`src/rtl/i_miss_queue_pkg.sv`:
```
// ----------------------------------------------------------------------------
// i_miss_queue_pkg
// Shared instruction-fetch definitions used by the miss queue and its users:
//   MEM_TAG        - memory request tag, 0 means "no tag / no return"
//   I_ADDR         - 32-bit instruction address
//   I_TAG          - cache-line tag field of an I_ADDR (bits [15:3])
//   I_ADDR_PACKET  - {valid, addr} address bundle
//   MSHR_PACKET    - one outstanding-miss entry {valid, mem_tag, i_tag}
// No ports (package).
// ----------------------------------------------------------------------------
package i_miss_queue_pkg;

  localparam int NUM_MEM_TAGS = 8;
  localparam int MEM_TAG_W    = 4;
  localparam int I_TAG_LSB    = 3;
  localparam int I_TAG_W      = 13;

  typedef logic [MEM_TAG_W-1:0] MEM_TAG;
  typedef logic [31:0]          I_ADDR;
  typedef logic [I_TAG_W-1:0]   I_TAG;

  typedef struct packed {
    logic  valid;
    I_ADDR addr;
  } I_ADDR_PACKET;

  typedef struct packed {
    logic   valid;
    MEM_TAG mem_tag;
    I_TAG   i_tag;
  } MSHR_PACKET;

  // Rebuild the icache line address from a stored tag: upper half and block
  // offset are always zero.
  function automatic I_ADDR line_addr(input I_TAG tag);
    return {16'b0, tag, 3'b0};
  endfunction

endpackage

```
`src/rtl/psel_gen.sv`:
```
// ----------------------------------------------------------------------------
// psel_gen - lowest-index-first priority selector.
// Grants up to REQS requests per cycle, each to the lowest remaining set bit.
//   req [WIDTH] : request vector
//   gnt [WIDTH] : OR of all grants (one-hot when REQS=1)
// ----------------------------------------------------------------------------
module psel_gen #(
  parameter int WIDTH = 4,
  parameter int REQS  = 1
) (
  input  logic [WIDTH-1:0] req,
  output logic [WIDTH-1:0] gnt
);

  always_comb begin
    logic [WIDTH-1:0] remaining;
    logic [WIDTH-1:0] pick;
    remaining = req;
    pick      = '0;
    gnt       = '0;
    for (int r = 0; r < REQS; r++) begin
      // Two's-complement trick isolates the lowest set bit.
      pick      = remaining & (~remaining + WIDTH'(1));
      gnt       = gnt | pick;
      remaining = remaining & ~pick;
    end
  end

endmodule

```
`src/rtl/i_miss_queue.sv`:
```
// ----------------------------------------------------------------------------
// i_miss_queue - outstanding instruction-miss tracker (MSHR list).
// Records accepted memory requests {mem_tag, i_tag}, answers snoop lookups
// ("line already pending"), and converts returning memory tags into icache
// fill addresses.
//
// Ports:
//   clock, reset        : clock, synchronous active-high reset
//   snoop_addrs[SP]     : lookup addresses; snoop_hits[SP] per-port hit
//   alloc_valid/tag/addr: record an accepted request; alloc_ready = not full
//   mem_data_tag        : returning data tag (0 = none)
//   fill_addr           : icache write address for the returning data
//   flush               : drop every pending entry
//   count               : number of valid entries
//
// Build option: define I_MISS_QUEUE_OOO_EN for out-of-order returns (any
// valid entry may match, allocation into the lowest free slot). Default is a
// circular FIFO where only the head entry may be filled.
// ----------------------------------------------------------------------------
module i_miss_queue
  import i_miss_queue_pkg::*;
#(
  parameter int DEPTH       = NUM_MEM_TAGS,
  parameter int SNOOP_PORTS = 2
) (
  input  logic                                 clock,
  input  logic                                 reset,
  input  I_ADDR_PACKET [SNOOP_PORTS-1:0]       snoop_addrs,
  output logic [SNOOP_PORTS-1:0]               snoop_hits,
  input  logic                                 alloc_valid,
  input  MEM_TAG                               alloc_tag,
  input  I_ADDR                                alloc_addr,
  output logic                                 alloc_ready,
  input  MEM_TAG                               mem_data_tag,
  output I_ADDR_PACKET                         fill_addr,
  input  logic                                 flush,
  output logic [$clog2(DEPTH+1)-1:0]           count
);

  localparam int CW = $clog2(DEPTH+1);
  localparam int IW = $clog2(DEPTH);

  MSHR_PACKET       entries_reg [DEPTH];
  logic [CW-1:0]    count_reg;
  logic [DEPTH-1:0] valid_vec;
  logic [DEPTH-1:0] tag_match;
  logic [DEPTH-1:0] eligible;
  logic             not_full;
  logic             alloc_fire;
  logic             fill_hit;
  logic [IW-1:0]    alloc_idx;
  logic [IW-1:0]    fill_idx;
  I_TAG             alloc_i_tag;
  logic             unused_alloc_bits;

  assign alloc_i_tag       = alloc_addr[I_TAG_LSB +: I_TAG_W];
  assign unused_alloc_bits = ^{alloc_addr[31:16], alloc_addr[2:0]};

  // Outputs read as idle while reset is held, even if state is still stale.
  assign not_full    = (count_reg != CW'(DEPTH));
  assign alloc_ready = reset | not_full;
  assign alloc_fire  = alloc_valid & not_full & ~flush & ~reset;
  assign count       = reset ? '0 : count_reg;

  // Fill-side CAM: a zero return tag never matches anything.
  generate
    for (genvar gi = 0; gi < DEPTH; gi++) begin : g_fill_cam
      assign valid_vec[gi] = entries_reg[gi].valid;
      assign tag_match[gi] = valid_vec[gi] & (mem_data_tag != '0) &
                             (entries_reg[gi].mem_tag == mem_data_tag);
    end
  endgenerate

`ifdef I_MISS_QUEUE_OOO_EN
  logic [DEPTH-1:0] free_gnt;

  psel_gen #(
    .WIDTH (DEPTH),
    .REQS  (1)
  ) u_free_sel (
    .req (~valid_vec),
    .gnt (free_gnt)
  );

  assign eligible = tag_match;

  always_comb begin
    alloc_idx = '0;
    for (int i = 0; i < DEPTH; i++) begin
      if (free_gnt[i]) alloc_idx = alloc_idx | IW'(i);
    end
  end
`else
  logic [IW-1:0] head_reg;
  logic [IW-1:0] tail_reg;

  // In-order mode: a return that is not for the head entry is ignored.
  always_comb begin
    eligible           = '0;
    eligible[head_reg] = tag_match[head_reg];
  end

  assign alloc_idx = tail_reg;

  // DEPTH is a power of two, so the pointers wrap naturally.
  always_ff @(posedge clock) begin
    if (reset || flush) begin
      head_reg <= '0;
      tail_reg <= '0;
    end else begin
      if (alloc_fire) tail_reg <= tail_reg + IW'(1);
      if (fill_hit)   head_reg <= head_reg + IW'(1);
    end
  end
`endif

  // Lowest eligible index wins when several entries share a memory tag.
  always_comb begin
    fill_hit = 1'b0;
    fill_idx = '0;
    for (int i = DEPTH-1; i >= 0; i--) begin
      if (eligible[i] && !flush && !reset) begin
        fill_hit = 1'b1;
        fill_idx = IW'(i);
      end
    end
  end

  always_comb begin
    fill_addr = '0;
    if (fill_hit) begin
      fill_addr.valid = 1'b1;
      fill_addr.addr  = line_addr(entries_reg[fill_idx].i_tag);
    end
  end

  // Snoop-side CAM: pending entries plus the allocation accepted this cycle.
  generate
    for (genvar gi = 0; gi < SNOOP_PORTS; gi++) begin : g_snoop
      I_TAG             snoop_tag;
      logic [DEPTH-1:0] cam_hit;
      logic             unused_snoop_bits;

      assign snoop_tag         = snoop_addrs[gi].addr[I_TAG_LSB +: I_TAG_W];
      assign unused_snoop_bits = ^{snoop_addrs[gi].addr[31:16], snoop_addrs[gi].addr[2:0]};

      for (genvar gj = 0; gj < DEPTH; gj++) begin : g_entry
        assign cam_hit[gj] = valid_vec[gj] & (entries_reg[gj].i_tag == snoop_tag);
      end

      assign snoop_hits[gi] = ~reset & snoop_addrs[gi].valid &
                              ((|cam_hit) | (alloc_fire & (alloc_i_tag == snoop_tag)));
    end
  endgenerate

  always_ff @(posedge clock) begin
    if (reset) begin
      count_reg <= '0;
      for (int i = 0; i < DEPTH; i++) entries_reg[i] <= '0;
    end else if (flush) begin
      count_reg <= '0;
      for (int i = 0; i < DEPTH; i++) entries_reg[i].valid <= 1'b0;
    end else begin
      // Alloc slot is always free and fill slot always valid, so they differ.
      if (alloc_fire) begin
        entries_reg[alloc_idx].valid   <= 1'b1;
        entries_reg[alloc_idx].mem_tag <= alloc_tag;
        entries_reg[alloc_idx].i_tag   <= alloc_i_tag;
      end
      if (fill_hit) entries_reg[fill_idx].valid <= 1'b0;
      count_reg <= count_reg + CW'(alloc_fire) - CW'(fill_hit);
    end
  end

endmodule

```
`config.mk`:
```
export PLATFORM = sky130hd
export DESIGN_NAME = i_miss_queue
export DESIGN_NICKNAME = d
export VERILOG_FILES = /design/src/rtl/i_miss_queue_pkg.sv /design/src/rtl/psel_gen.sv /design/src/rtl/i_miss_queue.sv
export SDC_FILE = /design/constraint.sdc
export NUM_CORES = 1
export LEC_CHECK = 0
export CAP_MARGIN = 20
export CELL_PAD_IN_SITES_DETAIL_PLACEMENT = 1
export CELL_PAD_IN_SITES_GLOBAL_PLACEMENT = 2
export CORE_ASPECT_RATIO = 0.5
export CORE_UTILIZATION = 25
export CTS_CLUSTER_DIAMETER = 80
export DETAILED_ROUTE_END_ITERATION = 6
export HOLD_SLACK_MARGIN = 0.05
export PLACE_DENSITY = 0.71
export SYNTH_ARGS = -nofsm -noshare
export SYNTH_HDL_FRONTEND = slang
export SYNTH_SLANG_ARGS = --single-unit
```
`constraint.sdc`:
```
create_clock -name clock -period 3.4 [get_ports clock]
set_input_delay 0.51 -clock clock [delete_from_list [all_inputs] [get_ports clock]]
set_output_delay 0.51 -clock clock [all_outputs]
set_load 0.05 [all_outputs]
```
==> impl_metrics.ini, run 1 <==
[critical_path]
crit_type = input port to output port
end_kind = output port
critPathLaunchType = input port
path_max_fanout = 8
crit_chain = dlygate4sd2_1 > buf_6 > xor2_1 > nor3_1 > nand4_1 > and4_4 > a211o_4 > buf_12 > a2111oi_4 > buf_4 > buf_12
arrival_ns = 2.90
r2r_slack_ns = 0.36
path_common_cell = buf_12
slowest_stage = a211o_4
worst_ep_required_time_ns = 2.89
slowest_delay_ns = 0.41

[grt]
grt_usage = 0.2076
grt_pass1_vias = 8521
grt_start_max_net_pins = 27
grt_overflow = 0
grt_pass1_wl_mm = 61.73
antenna_found_initial = 1

[power]
vdd_drop_max_mv = 0.3716
report.power.total_w = 0.005067
power.leakage_nw = 4.937
powerDensity_nw_per_um2 = 364.8

[job]
maxCapViolations = 0

[layout]
largest_reg_flops = 144
syn_to_final_growth_pct = 34.05
nets = 1252
layout.cells.non_filler = 1688
drive_gt1_frac = 0.2380

[clocking]
clock_sinks = 154
postCtsHoldBufs = 0
cts_buffers = 17
cts.clk_slew.worst_paths_ns = 0.06
clockBufferDepth = 2
cts_tree = done
htree_levels = 4
cts-root-buf = clkbuf_16
clock_latency_ns = 0.44

[synthesis]
yosys-top-cells-area = edfxtp_1, xnor2_1, xor2_1, and2_1, dfxtp_1
synth_top_area_share = 0.3941
ys.flop_type = edfxtp_1
netlist-cell-type-count = 55
synth_area_um2 = 10360
yosysWarnings = 0
async_reset_ff_frac = 0
synth_edf_count = 136
avgSynthCellArea_um2 = 10.78
ys_ff_latch = 154
synth_top_area_cell = edfxtp_1
syn_inst = 961
seq_area_frac_synth = 0.4288
yosys-top-cells-count = xnor2_1, and2_1, edfxtp_1
yosysMostFrequentCell = xnor2_1

[sta]
drv_slew = 0
slew_headroom = 0.5473
worst_slew_pin_slew_ns = 0.6769
max_freq_ghz = 0.2937
finalCritPeriodShare = 1.002
setup_slack_ns = -0.005228
skew_ns = 0.009272
finalSetupViolCount = 3
hold_viol = 0
min_period_ns = 3.405
tns_ns = -0.01095

[floorplanning]
dieHeight_um = 146.0
pin_count = 150
coreArea_um2 = 40660
die_w_um = 289.9
num_rows = 52
die_area_um2 = 42320
start_util = 0.2549

[drt]
finalWirelength_mm = 44.04
drcViolationCount = 0
ant_nets = 0
wire_per_inst_um = 26.09
drt_iter0_drc = 582
vias = 8293
viasPerCell = 4.913
drtPass1Iterations = 5

[placed_design]
dpl.cell_count = 1640
dp_hpwl_mm = 33.50
gp_congestion = 1.012
portBuffers = 73

[worst_hold_path]
holdCritPathClass = flop to flop

[outcome]
status = finished, violations left
violations = negative setup slack
[per-stage QoR]
| step | hold WS [ns] | utilization | area [µm²] | setup WS (ns) |
|---|---|---|---|---|
| final | 0.5355 | 0.3416 | 13890 | -0.005228 |
| after global routing | 0.5737 | 0.3416 | 13890 | -0.05458 |
| after CTS | 0.5312 | 0.3376 | 13730 | 0.008115 |
| after detailed placement | 0.5191 | 0.3172 | 12900 | -0.4369 |
| after global placement | 0.5104 | 0.3172 | 12900 | -0.4353 |
| after floorplan | 0.5104 | - | 10480 | -0.6088 |
[cells in the final DEF, fill, tap and decap left out, drive strengths merged, types with 3 or more instances in the layout]
| master | instances |
|---|---|
| nor2 | 18 |
| dlygate4sd2 | 4 |
| nor3 | 31 |
| a21oi | 11 |
| nand3 | 21 |
| mux4 | 13 |
| a2111oi | 9 |
| clkinvlp | 3 |
| inv | 18 |
| clkdlybuf4s50 | 46 |
| nor4 | 34 |
| mux2i | 14 |
| dfxtp | 18 |
| o21ai | 14 |
| or2 | 12 |
| ha | 7 |
| a21o | 3 |
| edfxtp | 136 |
| clkbuf | 24 |
| nand4 | 37 |
| conb | 19 |
| a221oi | 13 |
| nor4b | 4 |
| dlymetal6s2s | 5 |
| and2 | 139 |
| nand2 | 30 |
| buf | 169 |
| xor2 | 103 |
| xnor2 | 165 |
[final cells by class]
| class | count | area, µm² |
|---|---|---|
| clock buffers | 21 | 450.4 |
| clock inverters | 11 | 136.4 |
| inverters | 14 | 52.55 |
| well taps | 540 | 675.6 |
| diodes | 1 | 2.502 |
| fillers | 4445 | 26770 |
| flip-flops and latches | 154 | 4446 |
| repair buffers | 227 | 2367 |
| multi-input cells | 720 | 5762 |
[timing repair]
action,4_1_cts,5_1_grt
pin swaps,16,14
gates cloned,0,1
buffers inserted,8,7
endpoints found under the setup margin,15,15
gates resized for setup,36,28
[power by group]
part | total [W] | leakage [nW] | internal, W | switching (W)
combinational | 0.000850 | 3.11 | 0.000369 | 0.000481
sequential | 0.00221 | 1.55 | 0.00212 | 0.0000903
clock | 0.00201 | 0.279 | 0.00112 | 0.000887
[kinds of logic (layout without fill, tap and decap cells)]
kind of cell             after synthesis  after routing  synth area share
AO/OA/AOI/OAI                         63             63           0.04672
buffers and inverters                105            273           0.04877
XOR/XNOR                             268            268            0.2265
adder cells (fa/ha/maj)                8              8           0.01038
multiplexers                          28             28           0.04286
other                                  1             20         0.0003618
AND/OR/NAND/NOR                      334            334            0.1956
flip-flops                           154            154            0.4288
[worst max-delay path, delay by kind of cell]
family | cells | cell delay (ns)
xor gates and xnor gates | 1 | 0.16
buffers and inverters | 5 | 0.87
AOI/OAI and AO/OA | 2 | 0.67
and+or+nand+nor | 3 | 0.65
[path summary, 6_finish.rpt]
| check | end | depth (start not counted) | startpoint |
|---|---|---|---|
| setup / recovery | fill_addr[3] | 11 | mem_data_tag[2] |
| hold / removal | head_reg[0]$_SDFFE_PP0P_ | 2 | head_reg[0]$_SDFFE_PP0P_ |
| setup reg to reg | count_reg[2]$_SDFF_PP0_ | 13 | entries_reg[7][15]$_SDFFCE_PN0P_ |
| hold reg to reg | head_reg[0]$_SDFFE_PP0P_ | 2 | head_reg[0]$_SDFFE_PP0P_ |
[routing by layer]
layer / GRT usage / vias up / part of all wire
li1: - / 3673 / -
met1: 0.2775 / 4286 / 0.44
met5: 0 / - / 0
met2: 0.3495 / 268 / 0.48
met4: 0.06995 / 0 / 0.031
met3: 0.02367 / 66 / 0.046
No activity file was read; power rests on OpenSTA's default activity.
==> run 2, diff against run 1 <==
SETUP_SLACK_MARGIN = 0.02   (was default)
clock period = 4.3 ns   (was 3.4 ns; I/O delays follow)
==> impl_metrics.ini, run 2 (synthesized netlist as in run 1, its figures left out) <==
[grt]
grt_start_max_net_pins = 35
grt_overflow = 0
grt_usage = 0.1979
antenna_found_initial = 0
grt_pass1_vias = 8525
grt_pass1_wl_mm = 60.10

[layout]
syn_to_final_growth_pct = 23.52
nets = 1183
final_common_cell = xnor2_1
insertedDiodeCount = 0
layout.cells.non_filler = 1618
layout_common_cells = xnor2_1, and2_1, edfxtp_1
drive_gt1_frac = 0.1586
utilization = 0.3148
largest_reg_flops = 144

[floorplanning]
num_rows = 52
die_w_um = 289.9
pin_count = 150
coreArea_um2 = 40660
start_util = 0.2549
die_area_um2 = 42320
dieHeight_um = 146.0

[critical_path]
crit_chain = clkdlybuf4s50_1 > buf_4 > xor2_1 > nor3_1 > nand4_1 > and4_1 > a211o_4 > buf_12 > nor4_1 > buf_4 > buf_12
crit_type = input port to output port
arrival_ns = 3.49
reg2reg_depth = 13
slowest_stage = clkdlybuf4s50_1
path_max_fanout = 14
slowest_delay_ns = 0.51
critPathLaunchType = input port
worst_ep_required_time_ns = 3.65
end_kind = output port

[placed_design]
portBuffers = 73
dpl_worst_slack_ns = -0.1156
dpl.cell_count = 1586
dp_hpwl_mm = 31.30
gp_congestion = 0.9816

[drt]
vias = 8010
drt_iter0_drc = 677
wire_per_inst_um = 25.68
ant_nets = 0
drtPass1Iterations = 5
finalWirelength_mm = 41.55
drcViolationCount = 0
viasPerCell = 4.951

[power]
report.power.total_w = 0.003929
powerDensity_nw_per_um2 = 307.0
vdd_drop_max_mv = 0.2380
power.leakage_nw = 4.413

[sta]
max_freq_ghz = 0.2417
rsz0062_at_grt = no
setup_slack_ns = 0.1623
min_period_ns = 4.138
drv_slew = 0
hold_viol = 0
finalSetupViolCount = 0
skew_ns = 0.01428
slew_headroom = 0.4899
worst_slew_pin_slew_ns = 0.7627
hold_slack_ns = 0.6074
finalCritPeriodShare = 0.9623

[outcome]
status = completed

[clocking]
cts_buffers = 17
cts-root-buf = clkbuf_16
cts_tree = done
htree_levels = 4
clock_latency_ns = 0.45
cts.clk_slew.worst_paths_ns = 0.07
postCtsHoldBufs = 0
clock_sinks = 154
clockBufferDepth = 2

[worst_hold_path]
hold_path_depth = 2
holdCritPathClass = flop to flop

[job]
maxCapViolations = 0
[run 2: cell types whose count changed in the layout (fill, tap and decap cells not counted), moves of 5 or more]
| cell | change |
|---|---|
| buf_6 | -8 |
| clkdlybuf4s50_1 | +10 |
| buf_4 | -38 |
| buf_12 | -22 |
| nor3_1 | +7 |
| nor4_1 | +10 |
| nor3_2 | -6 |
| nor4_2 | -7 |
| a2111oi_0 | +5 |
[run 2: worst max-delay path, delay by kind of cell]
family | cells | cell delay [ns]
xor gates and xnor gates | 1 | 0.16
and+or+nand+nor | 4 | 1.03
AOI/OAI and AO/OA | 1 | 0.39
buffers and inverters | 5 | 1.25
[run 2: metal layers]
layer / vias to the layer above / part of all wire / track usage
met5: - / 0 / 0
met4: 0 / 0.033 / 0.07606
met1: 4105 / 0.44 / 0.2583
li1: 3528 / - / -
met2: 300 / 0.46 / 0.3196
met3: 77 / 0.068 / 0.04383
[run 2: what timing repair did]
item	CTS	global route
pin swaps	0	0
resized for setup	3	1
setup endpoints to repair	2	8
buffers inserted	0	0
[run 2: per-stage QoR]
stage | setup TNS, ns | instance area [µm²]
floorplan | -4.572 | 10430
CTS | 0 | 12800
detailed placement | -0.1156 | 12190
global route | 0 | 12800
finish | 0 | 12800
global placement | -0.1058 | 12190
[run 2: cell type report]
class	instances	area (µm²)
fill	4509	27860
timing repair buffer	158	1531
clock buffer	18	439.2
tap	540	675.6
inverter	14	52.55
multi-input combinational	720	5498
clock inverter	14	158.9
sequential	154	4446
[run 2: worst paths after layout]
kind | start | slack, ns | endpoint
max reg2reg | head_reg[2]$_SDFFE_PP0P_ | 1.11 | count_reg[3]$_SDFF_PP0_
max | mem_data_tag[0] | 0.16 | fill_addr[9]
min | entries_reg[1][17]$_SDFFE_PP0P_ | 0.61 | entries_reg[1][17]$_SDFFE_PP0P_
min reg2reg | entries_reg[1][17]$_SDFFE_PP0P_ | 0.61 | entries_reg[1][17]$_SDFFE_PP0P_
[run 2: where the power goes]
part           internal, W  switching [W]  leakage, nW  total [W]
Clock             0.000885       0.000725        0.294    0.00161
Combinational     0.000230       0.000345         2.57   0.000575
Sequential         0.00168      0.0000676         1.55    0.00174
Total              0.00279        0.00114         4.41    0.00393
